**config.mk**
```make
export PLATFORM = sky130hd
export DESIGN_NAME = b13_serial_rx
export DESIGN_NICKNAME = d
export VERILOG_FILES = /design/src/rtl/b13_serial_rx.sv
export SDC_FILE = /design/constraint.sdc
export NUM_CORES = 1
export LEC_CHECK = 0
export CAP_MARGIN = 20
export CORE_MARGIN = 4
export CORE_UTILIZATION = 57
export CTS_CLUSTER_DIAMETER = 100
export CTS_CLUSTER_SIZE = 16
export DETAILED_ROUTE_END_ITERATION = 8
export GPL_ROUTABILITY_DRIVEN = 0
export PLACE_DENSITY = 0.79
export SYNTH_ARGS = -nofsm -noshare
export SYNTH_HDL_FRONTEND = slang
export SYNTH_SLANG_ARGS = --single-unit
```
**constraint.sdc**
```tcl
create_clock -name clock -period 2.4 [get_ports clock]
set_clock_uncertainty 0.2 [all_clocks]
set_input_delay 0.48 -clock clock [delete_from_list [all_inputs] [get_ports clock]]
set_output_delay 0.48 -clock clock [all_outputs]
set_load 0.005 [all_outputs]
```
**src/rtl/b13_serial_rx.sv**
```systemverilog
// ---------------------------------------------------------------------------
// b13_serial_rx
//
// Receiver for the strobed serial stream driven by the b13 transmitter's
// data_out. The line idles high. Every symbol is a single-clock strobe, and
// consecutive strobes are BIT_CYCLES clocks apart.
// Frame layout: start(0), 8 data bits MSB first, stop(1).
// Each byte is rebuilt and buffered for a downstream reader. dsr_o goes back
// to the transmitter as flow control.
//
// Build option:
//   B13_RX_FIFO_EN  undefined -> a single holding register is the buffer
//                   defined   -> a FIFO_DEPTH-entry circular FIFO is the buffer
//
// Ports:
//   clock        in   rising-edge clock
//   reset        in   asynchronous, active-high reset
//   rx_in_i      in   serial line
//   rd_en_i      in   pops the head byte while rx_valid_o=1
//   err_clr_i    in   clears the sticky overrun flag
//   rx_data_o    out  head byte of the buffer
//   rx_valid_o   out  buffer is non-empty
//   dsr_o        out  registered; 1 = buffer can accept a byte
//   frame_err_o  out  one-cycle pulse for each aborted frame
//   overrun_o    out  sticky; a complete byte was dropped
// ---------------------------------------------------------------------------
module b13_serial_rx #(
  parameter int BIT_CYCLES = 106,
  parameter int FIFO_DEPTH = 4
) (
  input  logic       clock,
  input  logic       reset,
  input  logic       rx_in_i,
  input  logic       rd_en_i,
  input  logic       err_clr_i,
  output logic [7:0] rx_data_o,
  output logic       rx_valid_o,
  output logic       dsr_o,
  output logic       frame_err_o,
  output logic       overrun_o
);

  // The counter only needs to reach BIT_CYCLES. It never wraps.
  localparam int               CNT_W   = $clog2(BIT_CYCLES + 1);
  localparam logic [CNT_W-1:0] CNT_MAX = CNT_W'(BIT_CYCLES);
  localparam logic [CNT_W-1:0] CNT_ONE = CNT_W'(1);

  typedef enum logic [1:0] {
    IDLE = 2'd0,
    DATA = 2'd1,
    STOP = 2'd2
  } rxState_t;

  rxState_t         state_q, state_d;
  logic [CNT_W-1:0] cnt_q, cnt_d;
  logic [2:0]       bitIdx_q, bitIdx_d;
  logic [7:0]       shift_q, shift_d;
  logic             wrEn_q, wrEn_d;
  logic [7:0]       wrData_q, wrData_d;
  logic             frameErr_q, frameErr_d;
  logic             overrun_q, overrun_d;
  logic             dsr_q, dsr_d;

  // Buffer handshake, driven by whichever buffer variant is built.
  logic             popOk;
  logic             pushOk;
  logic             drop;

  // Frame state register.
  always_ff @(posedge clock or posedge reset) begin
    if (reset) begin
      state_q    <= IDLE;
      cnt_q      <= '0;
      bitIdx_q   <= '0;
      shift_q    <= '0;
      wrEn_q     <= 1'b0;
      wrData_q   <= '0;
      frameErr_q <= 1'b0;
    end else begin
      state_q    <= state_d;
      cnt_q      <= cnt_d;
      bitIdx_q   <= bitIdx_d;
      shift_q    <= shift_d;
      wrEn_q     <= wrEn_d;
      wrData_q   <= wrData_d;
      frameErr_q <= frameErr_d;
    end
  end

  // Frame decoder.
  // While a frame is open, a symbol is sampled when the counter reaches
  // BIT_CYCLES. A low on any other edge is a spurious strobe: it aborts the
  // frame, and it is consumed here instead of being taken as a new start bit.
  // A completed byte is staged in wrData_q for one cycle. The buffer therefore
  // updates on the edge after the stop-bit sample.
  always_comb begin
    state_d    = state_q;
    cnt_d      = cnt_q;
    bitIdx_d   = bitIdx_q;
    shift_d    = shift_q;
    wrEn_d     = 1'b0;
    wrData_d   = wrData_q;
    frameErr_d = 1'b0;
    case (state_q)
      IDLE: begin
        if (!rx_in_i) begin
          state_d  = DATA;
          cnt_d    = CNT_ONE;
          bitIdx_d = '0;
        end
      end
      DATA, STOP: begin
        if (cnt_q == CNT_MAX) begin
          cnt_d = CNT_ONE;
          if (state_q == DATA) begin
            shift_d[3'd7 - bitIdx_q] = rx_in_i;
            bitIdx_d                 = bitIdx_q + 3'd1;
            if (bitIdx_q == 3'd7) begin
              state_d = STOP;
            end
          end else begin
            state_d = IDLE;
            cnt_d   = '0;
            if (rx_in_i) begin
              wrEn_d   = 1'b1;
              wrData_d = shift_q;
            end else begin
              frameErr_d = 1'b1;
            end
          end
        end else if (!rx_in_i) begin
          frameErr_d = 1'b1;
          state_d    = IDLE;
          cnt_d      = '0;
          shift_d    = '0;
        end else begin
          cnt_d = cnt_q + CNT_ONE;
        end
      end
      default: begin
        state_d = IDLE;
        cnt_d   = '0;
      end
    endcase
  end

`ifdef B13_RX_FIFO_EN
  // Circular FIFO. FIFO_DEPTH is a power of two, so the pointers wrap
  // naturally. The count keeps one extra bit so that full and empty can be
  // told apart.
  localparam int               PTR_W   = $clog2(FIFO_DEPTH);
  localparam logic [PTR_W:0]   DEPTH_C = (PTR_W + 1)'(FIFO_DEPTH);

  logic [7:0]       mem_q [FIFO_DEPTH];
  logic [PTR_W-1:0] rdPtr_q;
  logic [PTR_W-1:0] wrPtr_q;
  logic [PTR_W:0]   count_q, count_d;
  logic             full;

  assign full   = (count_q == DEPTH_C);
  assign popOk  = rd_en_i && (count_q != '0);
  assign pushOk = wrEn_q && (!full || popOk);
  assign drop   = wrEn_q && full && !popOk;

  // Occupancy after this edge's push and pop.
  always_comb begin
    count_d = count_q;
    case ({pushOk, popOk})
      2'b10:   count_d = count_q + 1'b1;
      2'b01:   count_d = count_q - 1'b1;
      default: count_d = count_q;
    endcase
  end

  // FIFO storage and pointers. The storage is cleared on reset so that the
  // head byte reads 0 after reset.
  always_ff @(posedge clock or posedge reset) begin
    if (reset) begin
      rdPtr_q <= '0;
      wrPtr_q <= '0;
      count_q <= '0;
      for (int i = 0; i < FIFO_DEPTH; i++) begin
        mem_q[i] <= '0;
      end
    end else begin
      if (pushOk) begin
        mem_q[wrPtr_q] <= wrData_q;
        wrPtr_q        <= wrPtr_q + 1'b1;
      end
      if (popOk) begin
        rdPtr_q <= rdPtr_q + 1'b1;
      end
      count_q <= count_d;
    end
  end

  assign rx_data_o  = mem_q[rdPtr_q];
  assign rx_valid_o = (count_q != '0);
  assign dsr_d      = (count_d != DEPTH_C);
`else
  // Single holding register. While it holds a byte it is full, unless that
  // byte is popped on the same edge as the new write.
  logic [7:0] hold_q;
  logic       valid_q, valid_d;

  assign popOk  = rd_en_i && valid_q;
  assign pushOk = wrEn_q && (!valid_q || popOk);
  assign drop   = wrEn_q && valid_q && !popOk;

  // Valid flag after this edge's push and pop.
  always_comb begin
    valid_d = valid_q;
    if (popOk) begin
      valid_d = 1'b0;
    end
    if (pushOk) begin
      valid_d = 1'b1;
    end
  end

  // Holding register and its valid flag.
  always_ff @(posedge clock or posedge reset) begin
    if (reset) begin
      hold_q  <= '0;
      valid_q <= 1'b0;
    end else begin
      if (pushOk) begin
        hold_q <= wrData_q;
      end
      valid_q <= valid_d;
    end
  end

  assign rx_data_o  = hold_q;
  assign rx_valid_o = valid_q;
  assign dsr_d      = !valid_d;
`endif

  // Overrun is sticky. A drop on the same edge as err_clr_i takes priority,
  // so the flag stays set.
  always_comb begin
    overrun_d = overrun_q;
    if (err_clr_i) begin
      overrun_d = 1'b0;
    end
    if (drop) begin
      overrun_d = 1'b1;
    end
  end

  // Status flags. dsr_q is computed from the post-edge occupancy, so it drops
  // on the same edge that fills the buffer. It reads 0 while reset is held.
  always_ff @(posedge clock or posedge reset) begin
    if (reset) begin
      overrun_q <= 1'b0;
      dsr_q     <= 1'b0;
    end else begin
      overrun_q <= overrun_d;
      dsr_q     <= dsr_d;
    end
  end

  assign dsr_o       = dsr_q;
  assign frame_err_o = frameErr_q;
  assign overrun_o   = overrun_q;

endmodule

```
==> results of run 1 <==
## power by group
group	internal, W	leakage [nW]	switching (W)
combinational	0.000179	0.462	0.000279
clock	0.000328	0.0558	0.000230
sequential	0.000743	0.562	0.0000694
## cells by family (layout without fill, tap and decap cells)
group,Yosys count,after routing,synth area share (%)
AND/OR/NAND/NOR,65,65,16.9
AO/OA/AOI/OAI,45,45,15.2
flip-flops,41,41,50.7
multiplexers,18,18,9.96
buffers and inverters,12,38,2.29
adder cells (fa/ha/maj),8,8,4.95
## cells in the final DEF, fill, tap and decap left out, types with 2 or more instances in the layout
master	n
a211oi_1	8
a21oi_1	10
a22o_1	3
a31oi_1	2
and3_1	3
and3b_1	2
buf_4	6
bufinv_16	2
clkbuf_4	5
clkdlybuf4s50_1	16
dfrtp_1	41
ha_1	8
inv_1	8
mux2_2	17
nand2_1	26
nand2b_1	3
nand3_1	2
nand4_1	2
nor2_1	11
nor2b_1	3
nor3_1	2
o211ai_1	2
o21ai_0	8
o31ai_1	2
## through the flow
stage / setup slack (ns) / utilization (%) / area (um^2) / std cells
final: 0.174 / 70.2 / 2380 / 261
after global placement: 0.205 / 67.0 / 2270 / 253
after CTS: 0.170 / 70.1 / 2380 / 261
after global routing: 0.00277 / 70.2 / 2380 / 261
after detailed placement: 0.157 / 67.0 / 2270 / 253
after floorplan: 0.360 / - / 2020 / 189
## routing by layer
layer,GRT usage (%),routed length [um],up-vias
met5,0,0,-
met4,10.1,107,0
met3,3.83,165,12
met2,32.4,1890,37
met1,24.2,1700,741
li1,-,-,729
## synth_stat cells (3+ instances only)
cell type / count / area [um^2]
a21oi_1: 10 / 50.1
inv_1: 8 / 30.0
clkbuf_1: 3 / 11.3
nand2b_1: 3 / 18.8
ha_1: 8 / 100
a22o_1: 3 / 26.3
o21ai_0: 8 / 40.0
mux2_2: 17 / 191
nand2_1: 26 / 97.6
dfrtp_1: 41 / 1030
and3_1: 3 / 18.8
a211oi_1: 8 / 60.1
nor2_1: 11 / 41.3
nor3_1: 3 / 15.0
nor2b_1: 3 / 18.8
## worst min-delay path by stage
stage	from	end	cells past startpoint
3_5_place_dp	rx_data_o[0]	rx_data_o[0]	1
3_3_place_gp	rx_data_o[6]	rx_data_o[6]	1
4_1_cts	rx_data_o[0]	rx_data_o[0]	1
6_report	rx_data_o[0]	rx_data_o[0]	1
2_1_floorplan	wrEn_q	overrun_o	2
5_1_grt	rx_data_o[1]	rx_data_o[1]	1
## cell type report
cell class / count / area [um^2]
multi-input combinational: 136 / 956
clock buffer: 5 / 37.5
inverter: 8 / 30.0
fill: 248 / 1010
tap: 46 / 57.6
clock inverter: 3 / 68.8
sequential: 41 / 1030
timing repair buffer: 22 / 205
## registers in the layout, indices dropped and copies added (netlist names)
register / count
rx_valid_o: 1
cnt_q: 7
wrData_q: 8
state_q: 2
frame_err_o: 1
dsr_o: 1
shift_q: 8
rx_data_o: 8
bitIdx_q: 3
wrEn_q: 1
overrun_o: 1
==> results_dict.tcl, run 1 <==
set metrics [dict create \
    ys_types 43 \
    dp_hpwl_um 2830 \
    setup.worst_path.end_class "register" \
    max_freq_mhz 449 \
    vias 1519 \
    h-tree-depth 2 \
    cts_setup_buffers 0 \
    path_buf_inv 1 \
    hold_violations 0 \
    start_kind "register" \
    overflow 0 \
    cap_violations 0 \
    nets 227 \
    antenna_cells 0 \
    synth-main-ff-cell "dfrtp_1" \
    rrSetupSlack_ns 0.17 \
    slew_violations 0 \
    cts_tree "yes" \
    layout_min_cycle_time_ns 2.23 \
    cts_sinks 41 \
    syn_nets 202 \
    antenna_found_initial 0 \
    synth-seq-cells 41 \
    dieArea_um2 4570 \
    routed_wl_um 3860 \
    drc 0 \
    cellLeakagePower_nw 1.08 \
    cts_hold_buf 0 \
    yosys_warnings 0 \
    grt_max_degree 42 \
    portBuffers 16 \
    synth_area_um2 2020 \
    p_per_area_nw_per_um2 768 \
    die_w_um 67.6 \
    drt_iter0_drc 66 \
    ant_nets 0 \
    viasPerCell 5.82 \
    critPathLaunch "state_q[0]" \
    slew-limit-headroom_pct 63.4 \
    worstPathArrival_ns 2.28 \
    firstDrtPassIters 4 \
    finalCritPeriodShare_pct 92.7 \
    worst_hold_slack_ns 0.317 \
    ir_drop_v 0.000514 \
    path_cells "inv_1 > ha_1 > nand2_1 > nor3_1 > a21oi_1 > a211oi_1" \
    rr_startpoint "state_q[0]" \
    tightest_slew_ns 0.545 \
    finalPower_w 0.00183 \
    synth_cells 189 \
    cts_buffer_depth 2 \
    dieHeight_um 67.6 \
    drive_gt1_share_pct 18.6 \
    setup-violations-final 0 \
    wire_per_inst_um 14.8 \
    grt_pass1_wl_um 6690 \
    synth_edf_count 0 \
    cts.clk_slew.worst_paths_ns 0.13 \
    path_delay_family "simple AND/OR/NAND/NOR gates" \
    status "complete, no violations" \
    r2r_end "shift_q[6]" \
    avgSynthCellArea_um2 10.7 \
    grt_pass1_vias 1515 \
    insertion_delay_ns 0.34 \
    numCtsBuffers 5 \
    cp.depth 6 \
    core.rowCount 21 \
    critPathRequiredTime_ns 2.45 \
    start_util_pct 59.7 \
    max_stage_delay_ns 0.49 \
    postSynth.asyncResetShare_pct 100 \
    ctsResizeCount 0 \
    ff2ff_path_depth 6 \
    core_um2 3390 \
    cp-endpoint "shift_q[6]" \
    io-pin-count 17 \
    crit_type "register to register" \
    rsz0062_at_grt "no" \
    root_buffer "clkbuf_4" \
    grt_usage_pct 19.6 \
    slowest_stage "ha_1" \
    hp-class "register to register" \
    crit_fanout 12 \
    syn2layout_area_growth_pct 17.7 \
    seq_area_frac_synth_pct 50.7 \
    setup_tns_ns 0 \
]
No activity file was read; power rests on OpenSTA's default activity.
==> inputs of run 2 (changes only) <==
Settings changed: CORE_MARGIN 4 to 5, MAX_ROUTING_LAYER set to met4.
Clock period 2.4 ns to 2.2 ns, I/O delays scaled along.
==> results_dict.tcl, run 2 (same netlist as run 1, synthesis figures left out) <==
set metrics [dict create \
    crit_type "register to register" \
    dp_hpwl_um 2960 \
    h-tree-depth 2 \
    firstDrtPassIters 4 \
    finalCritPeriodShare_pct 94.3 \
    cts.clk_slew.worst_paths_ns 0.12 \
    tightest_slew_ns 0.538 \
    ant_nets 0 \
    path_buf_inv 1 \
    core_um2 3390 \
    dieArea_um2 4840 \
    numCtsBuffers 5 \
    io-pin-count 17 \
    root_buffer "clkbuf_4" \
    slew_violations 0 \
    vias 1558 \
    layout_min_cycle_time_ns 2.08 \
    final_cell_mix "dfrtp_1, nand2_1, mux2_2, clkdlybuf4s50_1, nor2_1" \
    grt_pass1_wl_um 6930 \
    pwr-share-seq_pct 49.5 \
    critPathRequiredTime_ns 2.24 \
    cts_hold_buf 0 \
    path_delay_family "compound AO/OA/AOI/OAI gates" \
    grt_pass1_vias 1479 \
    grt_usage_pct 18.4 \
    core.rowCount 21 \
    max_freq_mhz 482 \
    cts_setup_buffers 0 \
    dieHeight_um 69.6 \
    pwr-share-clk_pct 20.1 \
    p_int_w 0.00116 \
    setup-violations-final 0 \
    slowest_stage "dfrtp_1" \
    overflow 0 \
    insertion_delay_ns 0.34 \
    start_util_pct 59.7 \
    netSwitchingPower_w 0.000632 \
    layout_setup_ws_ns 0.125 \
    wire_per_inst_um 15.3 \
    rsz0062_at_grt "no" \
    swShare_pct 35.3 \
    portBuffers 16 \
    cts_buffer_depth 2 \
    syn2layout_area_growth_pct 18.4 \
    worstPathArrival_ns 2.12 \
    slew-limit-headroom_pct 64.0 \
    layout.cells.non_filler 264 \
    drt_iter0_drc 88 \
    antenna_found_initial 0 \
    p_per_area_nw_per_um2 747 \
    combPwrFrac_pct 30.4 \
    setup.worst_path.end_class "register" \
    post-place-ws_ns 0.0370 \
    multiInputGateArea_um2 987 \
    hp-class "input port to asynchronous set/reset pin" \
    start_kind "register" \
    cts_tree "yes" \
    status "complete, no violations" \
    dp_cells 256 \
    grt_max_degree 42 \
    ir_drop_v 0.000716 \
    crit_fanout 5 \
    drive_gt1_share_pct 21.1 \
    cellLeakagePower_nw 1.08 \
    routed_wl_um 4030 \
    cts_sinks 41 \
    antenna_cells 0 \
    cap_violations 0 \
    viasPerCell 5.90 \
    drc 0 \
    final_common_cell "dfrtp_1" \
    nets 230 \
    hold_violations 0 \
    die_w_um 69.6 \
    max_stage_delay_ns 0.41 \
    path_cells "inv_1 > ha_1 > nand2_1 > o31ai_4 > o41a_1 > mux2_2" \
    n_fill_cell 247 \
    setup_tns_ns 0 \
    seqCellArea_um2 1030 \
]
==> run 2: worst reg2reg max path: stages (launching register included) <==
cell	delay (ns)
dfrtp_1	0.41
inv_1	0.11
ha_1	0.24
nand2_1	0.20
o31ai_4	0.31
o41a_1	0.19
mux2_2	0.33
==> run 2: layout make-up <==
cell class                 instances  share of cell area (%)
clock inverter                     3                   0.731
timing repair buffer              25                    10.0
tap                               46                    2.40
multi-input combinational        136                    41.2
sequential                        41                    42.8
clock buffer                       5                    1.57
inverter                           8                    1.25
==> run 2: path summary, 6_finish.rpt <==
path	endpoint	start	depth (start not counted)	slack, ns
worst max-delay path	state_q[0]	cnt_q[0]	6	0.12
worst min-delay path	dsr_o	reset	3	0.31
worst max register to register	state_q[0]	cnt_q[0]	6	0.12
worst min register to register	rx_data_o[7]	rx_data_o[7]	1	0.32
max in group asynchronous	wrEn_q	reset	3	1.13
min in group clock	rx_data_o[7]	rx_data_o[7]	1	0.32
==> run 2: power groups by stage <==
stage	Sequential (W)	Combinational (W)	Clock (W)
finish	0.000885	0.000544	0.000360
global route	0.000899	0.000598	0.000407
CTS	0.000884	0.000488	0.000372
detailed placement	0.000899	0.000487	0
global placement	0.000893	0.000463	0
floorplan	0.000880	0.000367	0
==> run 2: what timing repair did <==
| action | CTS | global route |
|---|---|---|
| setup endpoints to repair | 0 | 16 |
| resized for setup | 0 | 6 |
| hold endpoints to repair | 0 | 0 |
==> run 2: metal layers <==
metal | GRT usage [%] | part of all wire, % | up-vias
met5 | - | 0 | -
met2 | 30.3 | 50 | 35
met3 | 4.49 | 4.0 | 4
met1 | 22.3 | 45 | 776
met4 | 5.86 | 1.3 | 0
li1 | - | - | 743
==> run 2: through the flow <==
stage | hold WS (ns) | cell area (um^2) | utilization [%] | total power (W)
after floorplan | 0.262 | 2020 | - | 0.00125
after global placement | 0.287 | 2300 | 68.0 | 0.00136
after detailed placement | 0.293 | 2300 | 68.0 | 0.00139
after CTS | 0.320 | 2360 | 69.6 | 0.00174
after global routing | 0.333 | 2400 | 70.7 | 0.00190
final | 0.307 | 2400 | 70.7 | 0.00179
==> inputs of run 3 (changes only) <==
Settings changed: CAP_MARGIN 20 to not set, PLACE_DENSITY 0.79 to 0.89, REMOVE_ABC_BUFFERS set to 1.
==> results_dict.tcl, run 3 (same netlist as run 1, synthesis figures left out) <==
set metrics [dict create \
    slew-limit-headroom_pct 63.0 \
    dieArea_um2 4840 \
    setup-violations-final 0 \
    cap_violations 0 \
    ant_nets 0 \
    antenna_found_initial 0 \
    finalPower_w 0.00179 \
    max_freq_mhz 477 \
    finalCritPeriodShare_pct 95.4 \
    multiInputGateArea_um2 962 \
    ir_drop_v 0.000401 \
    h-tree-depth 2 \
    grt_max_degree 42 \
    layout_min_cycle_time_ns 2.10 \
    overflow 0 \
    cellLeakagePower_nw 1.09 \
    nets 232 \
    firstDrtPassIters 5 \
    dp_hpwl_um 2880 \
    seqCellArea_um2 1030 \
    slew_violations 0 \
    p_per_area_nw_per_um2 752 \
    wire_per_inst_um 15.2 \
    setup.worst_path.end_class "register" \
    numCtsBuffers 5 \
    cts_tree "yes" \
    antenna_cells 0 \
    worst_hold_slack_ns 0.298 \
    final_common_cell "dfrtp_1" \
    hold_violations 0 \
    io-pin-count 17 \
    worstPathArrival_ns 2.15 \
    root_buffer "clkbuf_4" \
    cts_buffer_depth 2 \
    grt_usage_pct 18.1 \
    drt_iter0_drc 117 \
    syn2layout_area_growth_pct 17.9 \
    portBuffers 16 \
    rsz0062_at_grt "no" \
    start_kind "register" \
    core.rowCount 21 \
    status "complete, no violations" \
    core_um2 3390 \
    drc 0 \
    insertion_delay_ns 0.35 \
    dieHeight_um 69.6 \
    critPathRequiredTime_ns 2.25 \
    final_cell_mix "dfrtp_1, nand2_1, mux2_2, clkdlybuf4s50_1" \
    routed_wl_um 4030 \
    crit_type "register to register" \
    hp-class "input port to asynchronous set/reset pin" \
    tightest_slew_ns 0.553 \
    vias 1565 \
    setup_tns_ns 0 \
    grt_pass1_wl_um 6850 \
    crit_fanout 5 \
    die_w_um 69.6 \
    grt_pass1_vias 1481 \
    start_util_pct 59.7 \
    cts_hold_buf 0 \
    cts.clk_slew.worst_paths_ns 0.12 \
    cts_sinks 41 \
    viasPerCell 5.88 \
    drive_gt1_share_pct 21.4 \
    n_fill_cell 231 \
]
==> run 3: per-stage QoR <==
step                      instances  setup slack (ns)  cell area (um^2)  util [%]
final                           266             0.102              2390      70.4
after floorplan                 185             0.172              2010         -
after global placement          258             0.105              2320      68.4
after global routing            266            0.0113              2390      70.4
after detailed placement        258            0.0281              2320      68.4
after CTS                       266            0.0568              2370      70.1
==> run 3: final timing paths <==
kind                               from      endpoint  slack [ns]  depth (start not counted)
max                            cnt_q[0]    state_q[0]        0.10                          6
min                               reset        wrEn_q        0.30                          3
max reg2reg                    cnt_q[0]    state_q[0]        0.10                          6
min reg2reg                rx_data_o[0]  rx_data_o[0]        0.32                          1
max in group asynchronous         reset   wrData_q[1]        1.14                          3
min in group clock         rx_data_o[0]  rx_data_o[0]        0.32                          1
==> run 3: layout make-up <==
type / count / area share [%]
clock inverter: 3 / 0.734
tap: 46 / 2.41
multi-input combinational: 136 / 40.3
timing repair buffer: 27 / 10.7
clock buffer: 5 / 1.57
sequential: 41 / 43.0
inverter: 8 / 1.26
==> run 3: critical path, cell delays in order (launching register included) <==
cell and delay, ns:
dfrtp_1 0.42, inv_1 0.11, ha_1 0.23, nand2_1 0.19
o31ai_2 0.33, o41a_1 0.20, mux2_2 0.33
==> run 3: where the power goes <==
group	internal, W	switching [W]
Combinational	0.000219	0.000320
Sequential	0.000811	0.0000770
Clock	0.000121	0.000247
==> run 3: metal layers <==
layer / up-vias / part of all wire [%] / wire length (um) / global-route usage, %
met5: - / 0 / 0 / -
met4: 0 / 3.3 / 133 / 8.89
met3: 14 / 4.7 / 188 / 3.91
met2: 50 / 49 / 1990 / 29.7
met1: 759 / 43 / 1720 / 21.0
li1: 742 / - / - / -
==> run 3: repair_timing <==
| item | CTS | global route |
|---|---|---|
| resized for setup | 0 | 3 |
| setup endpoints to repair | 0 | 2 |
| setup buffers | 0 | 0 |
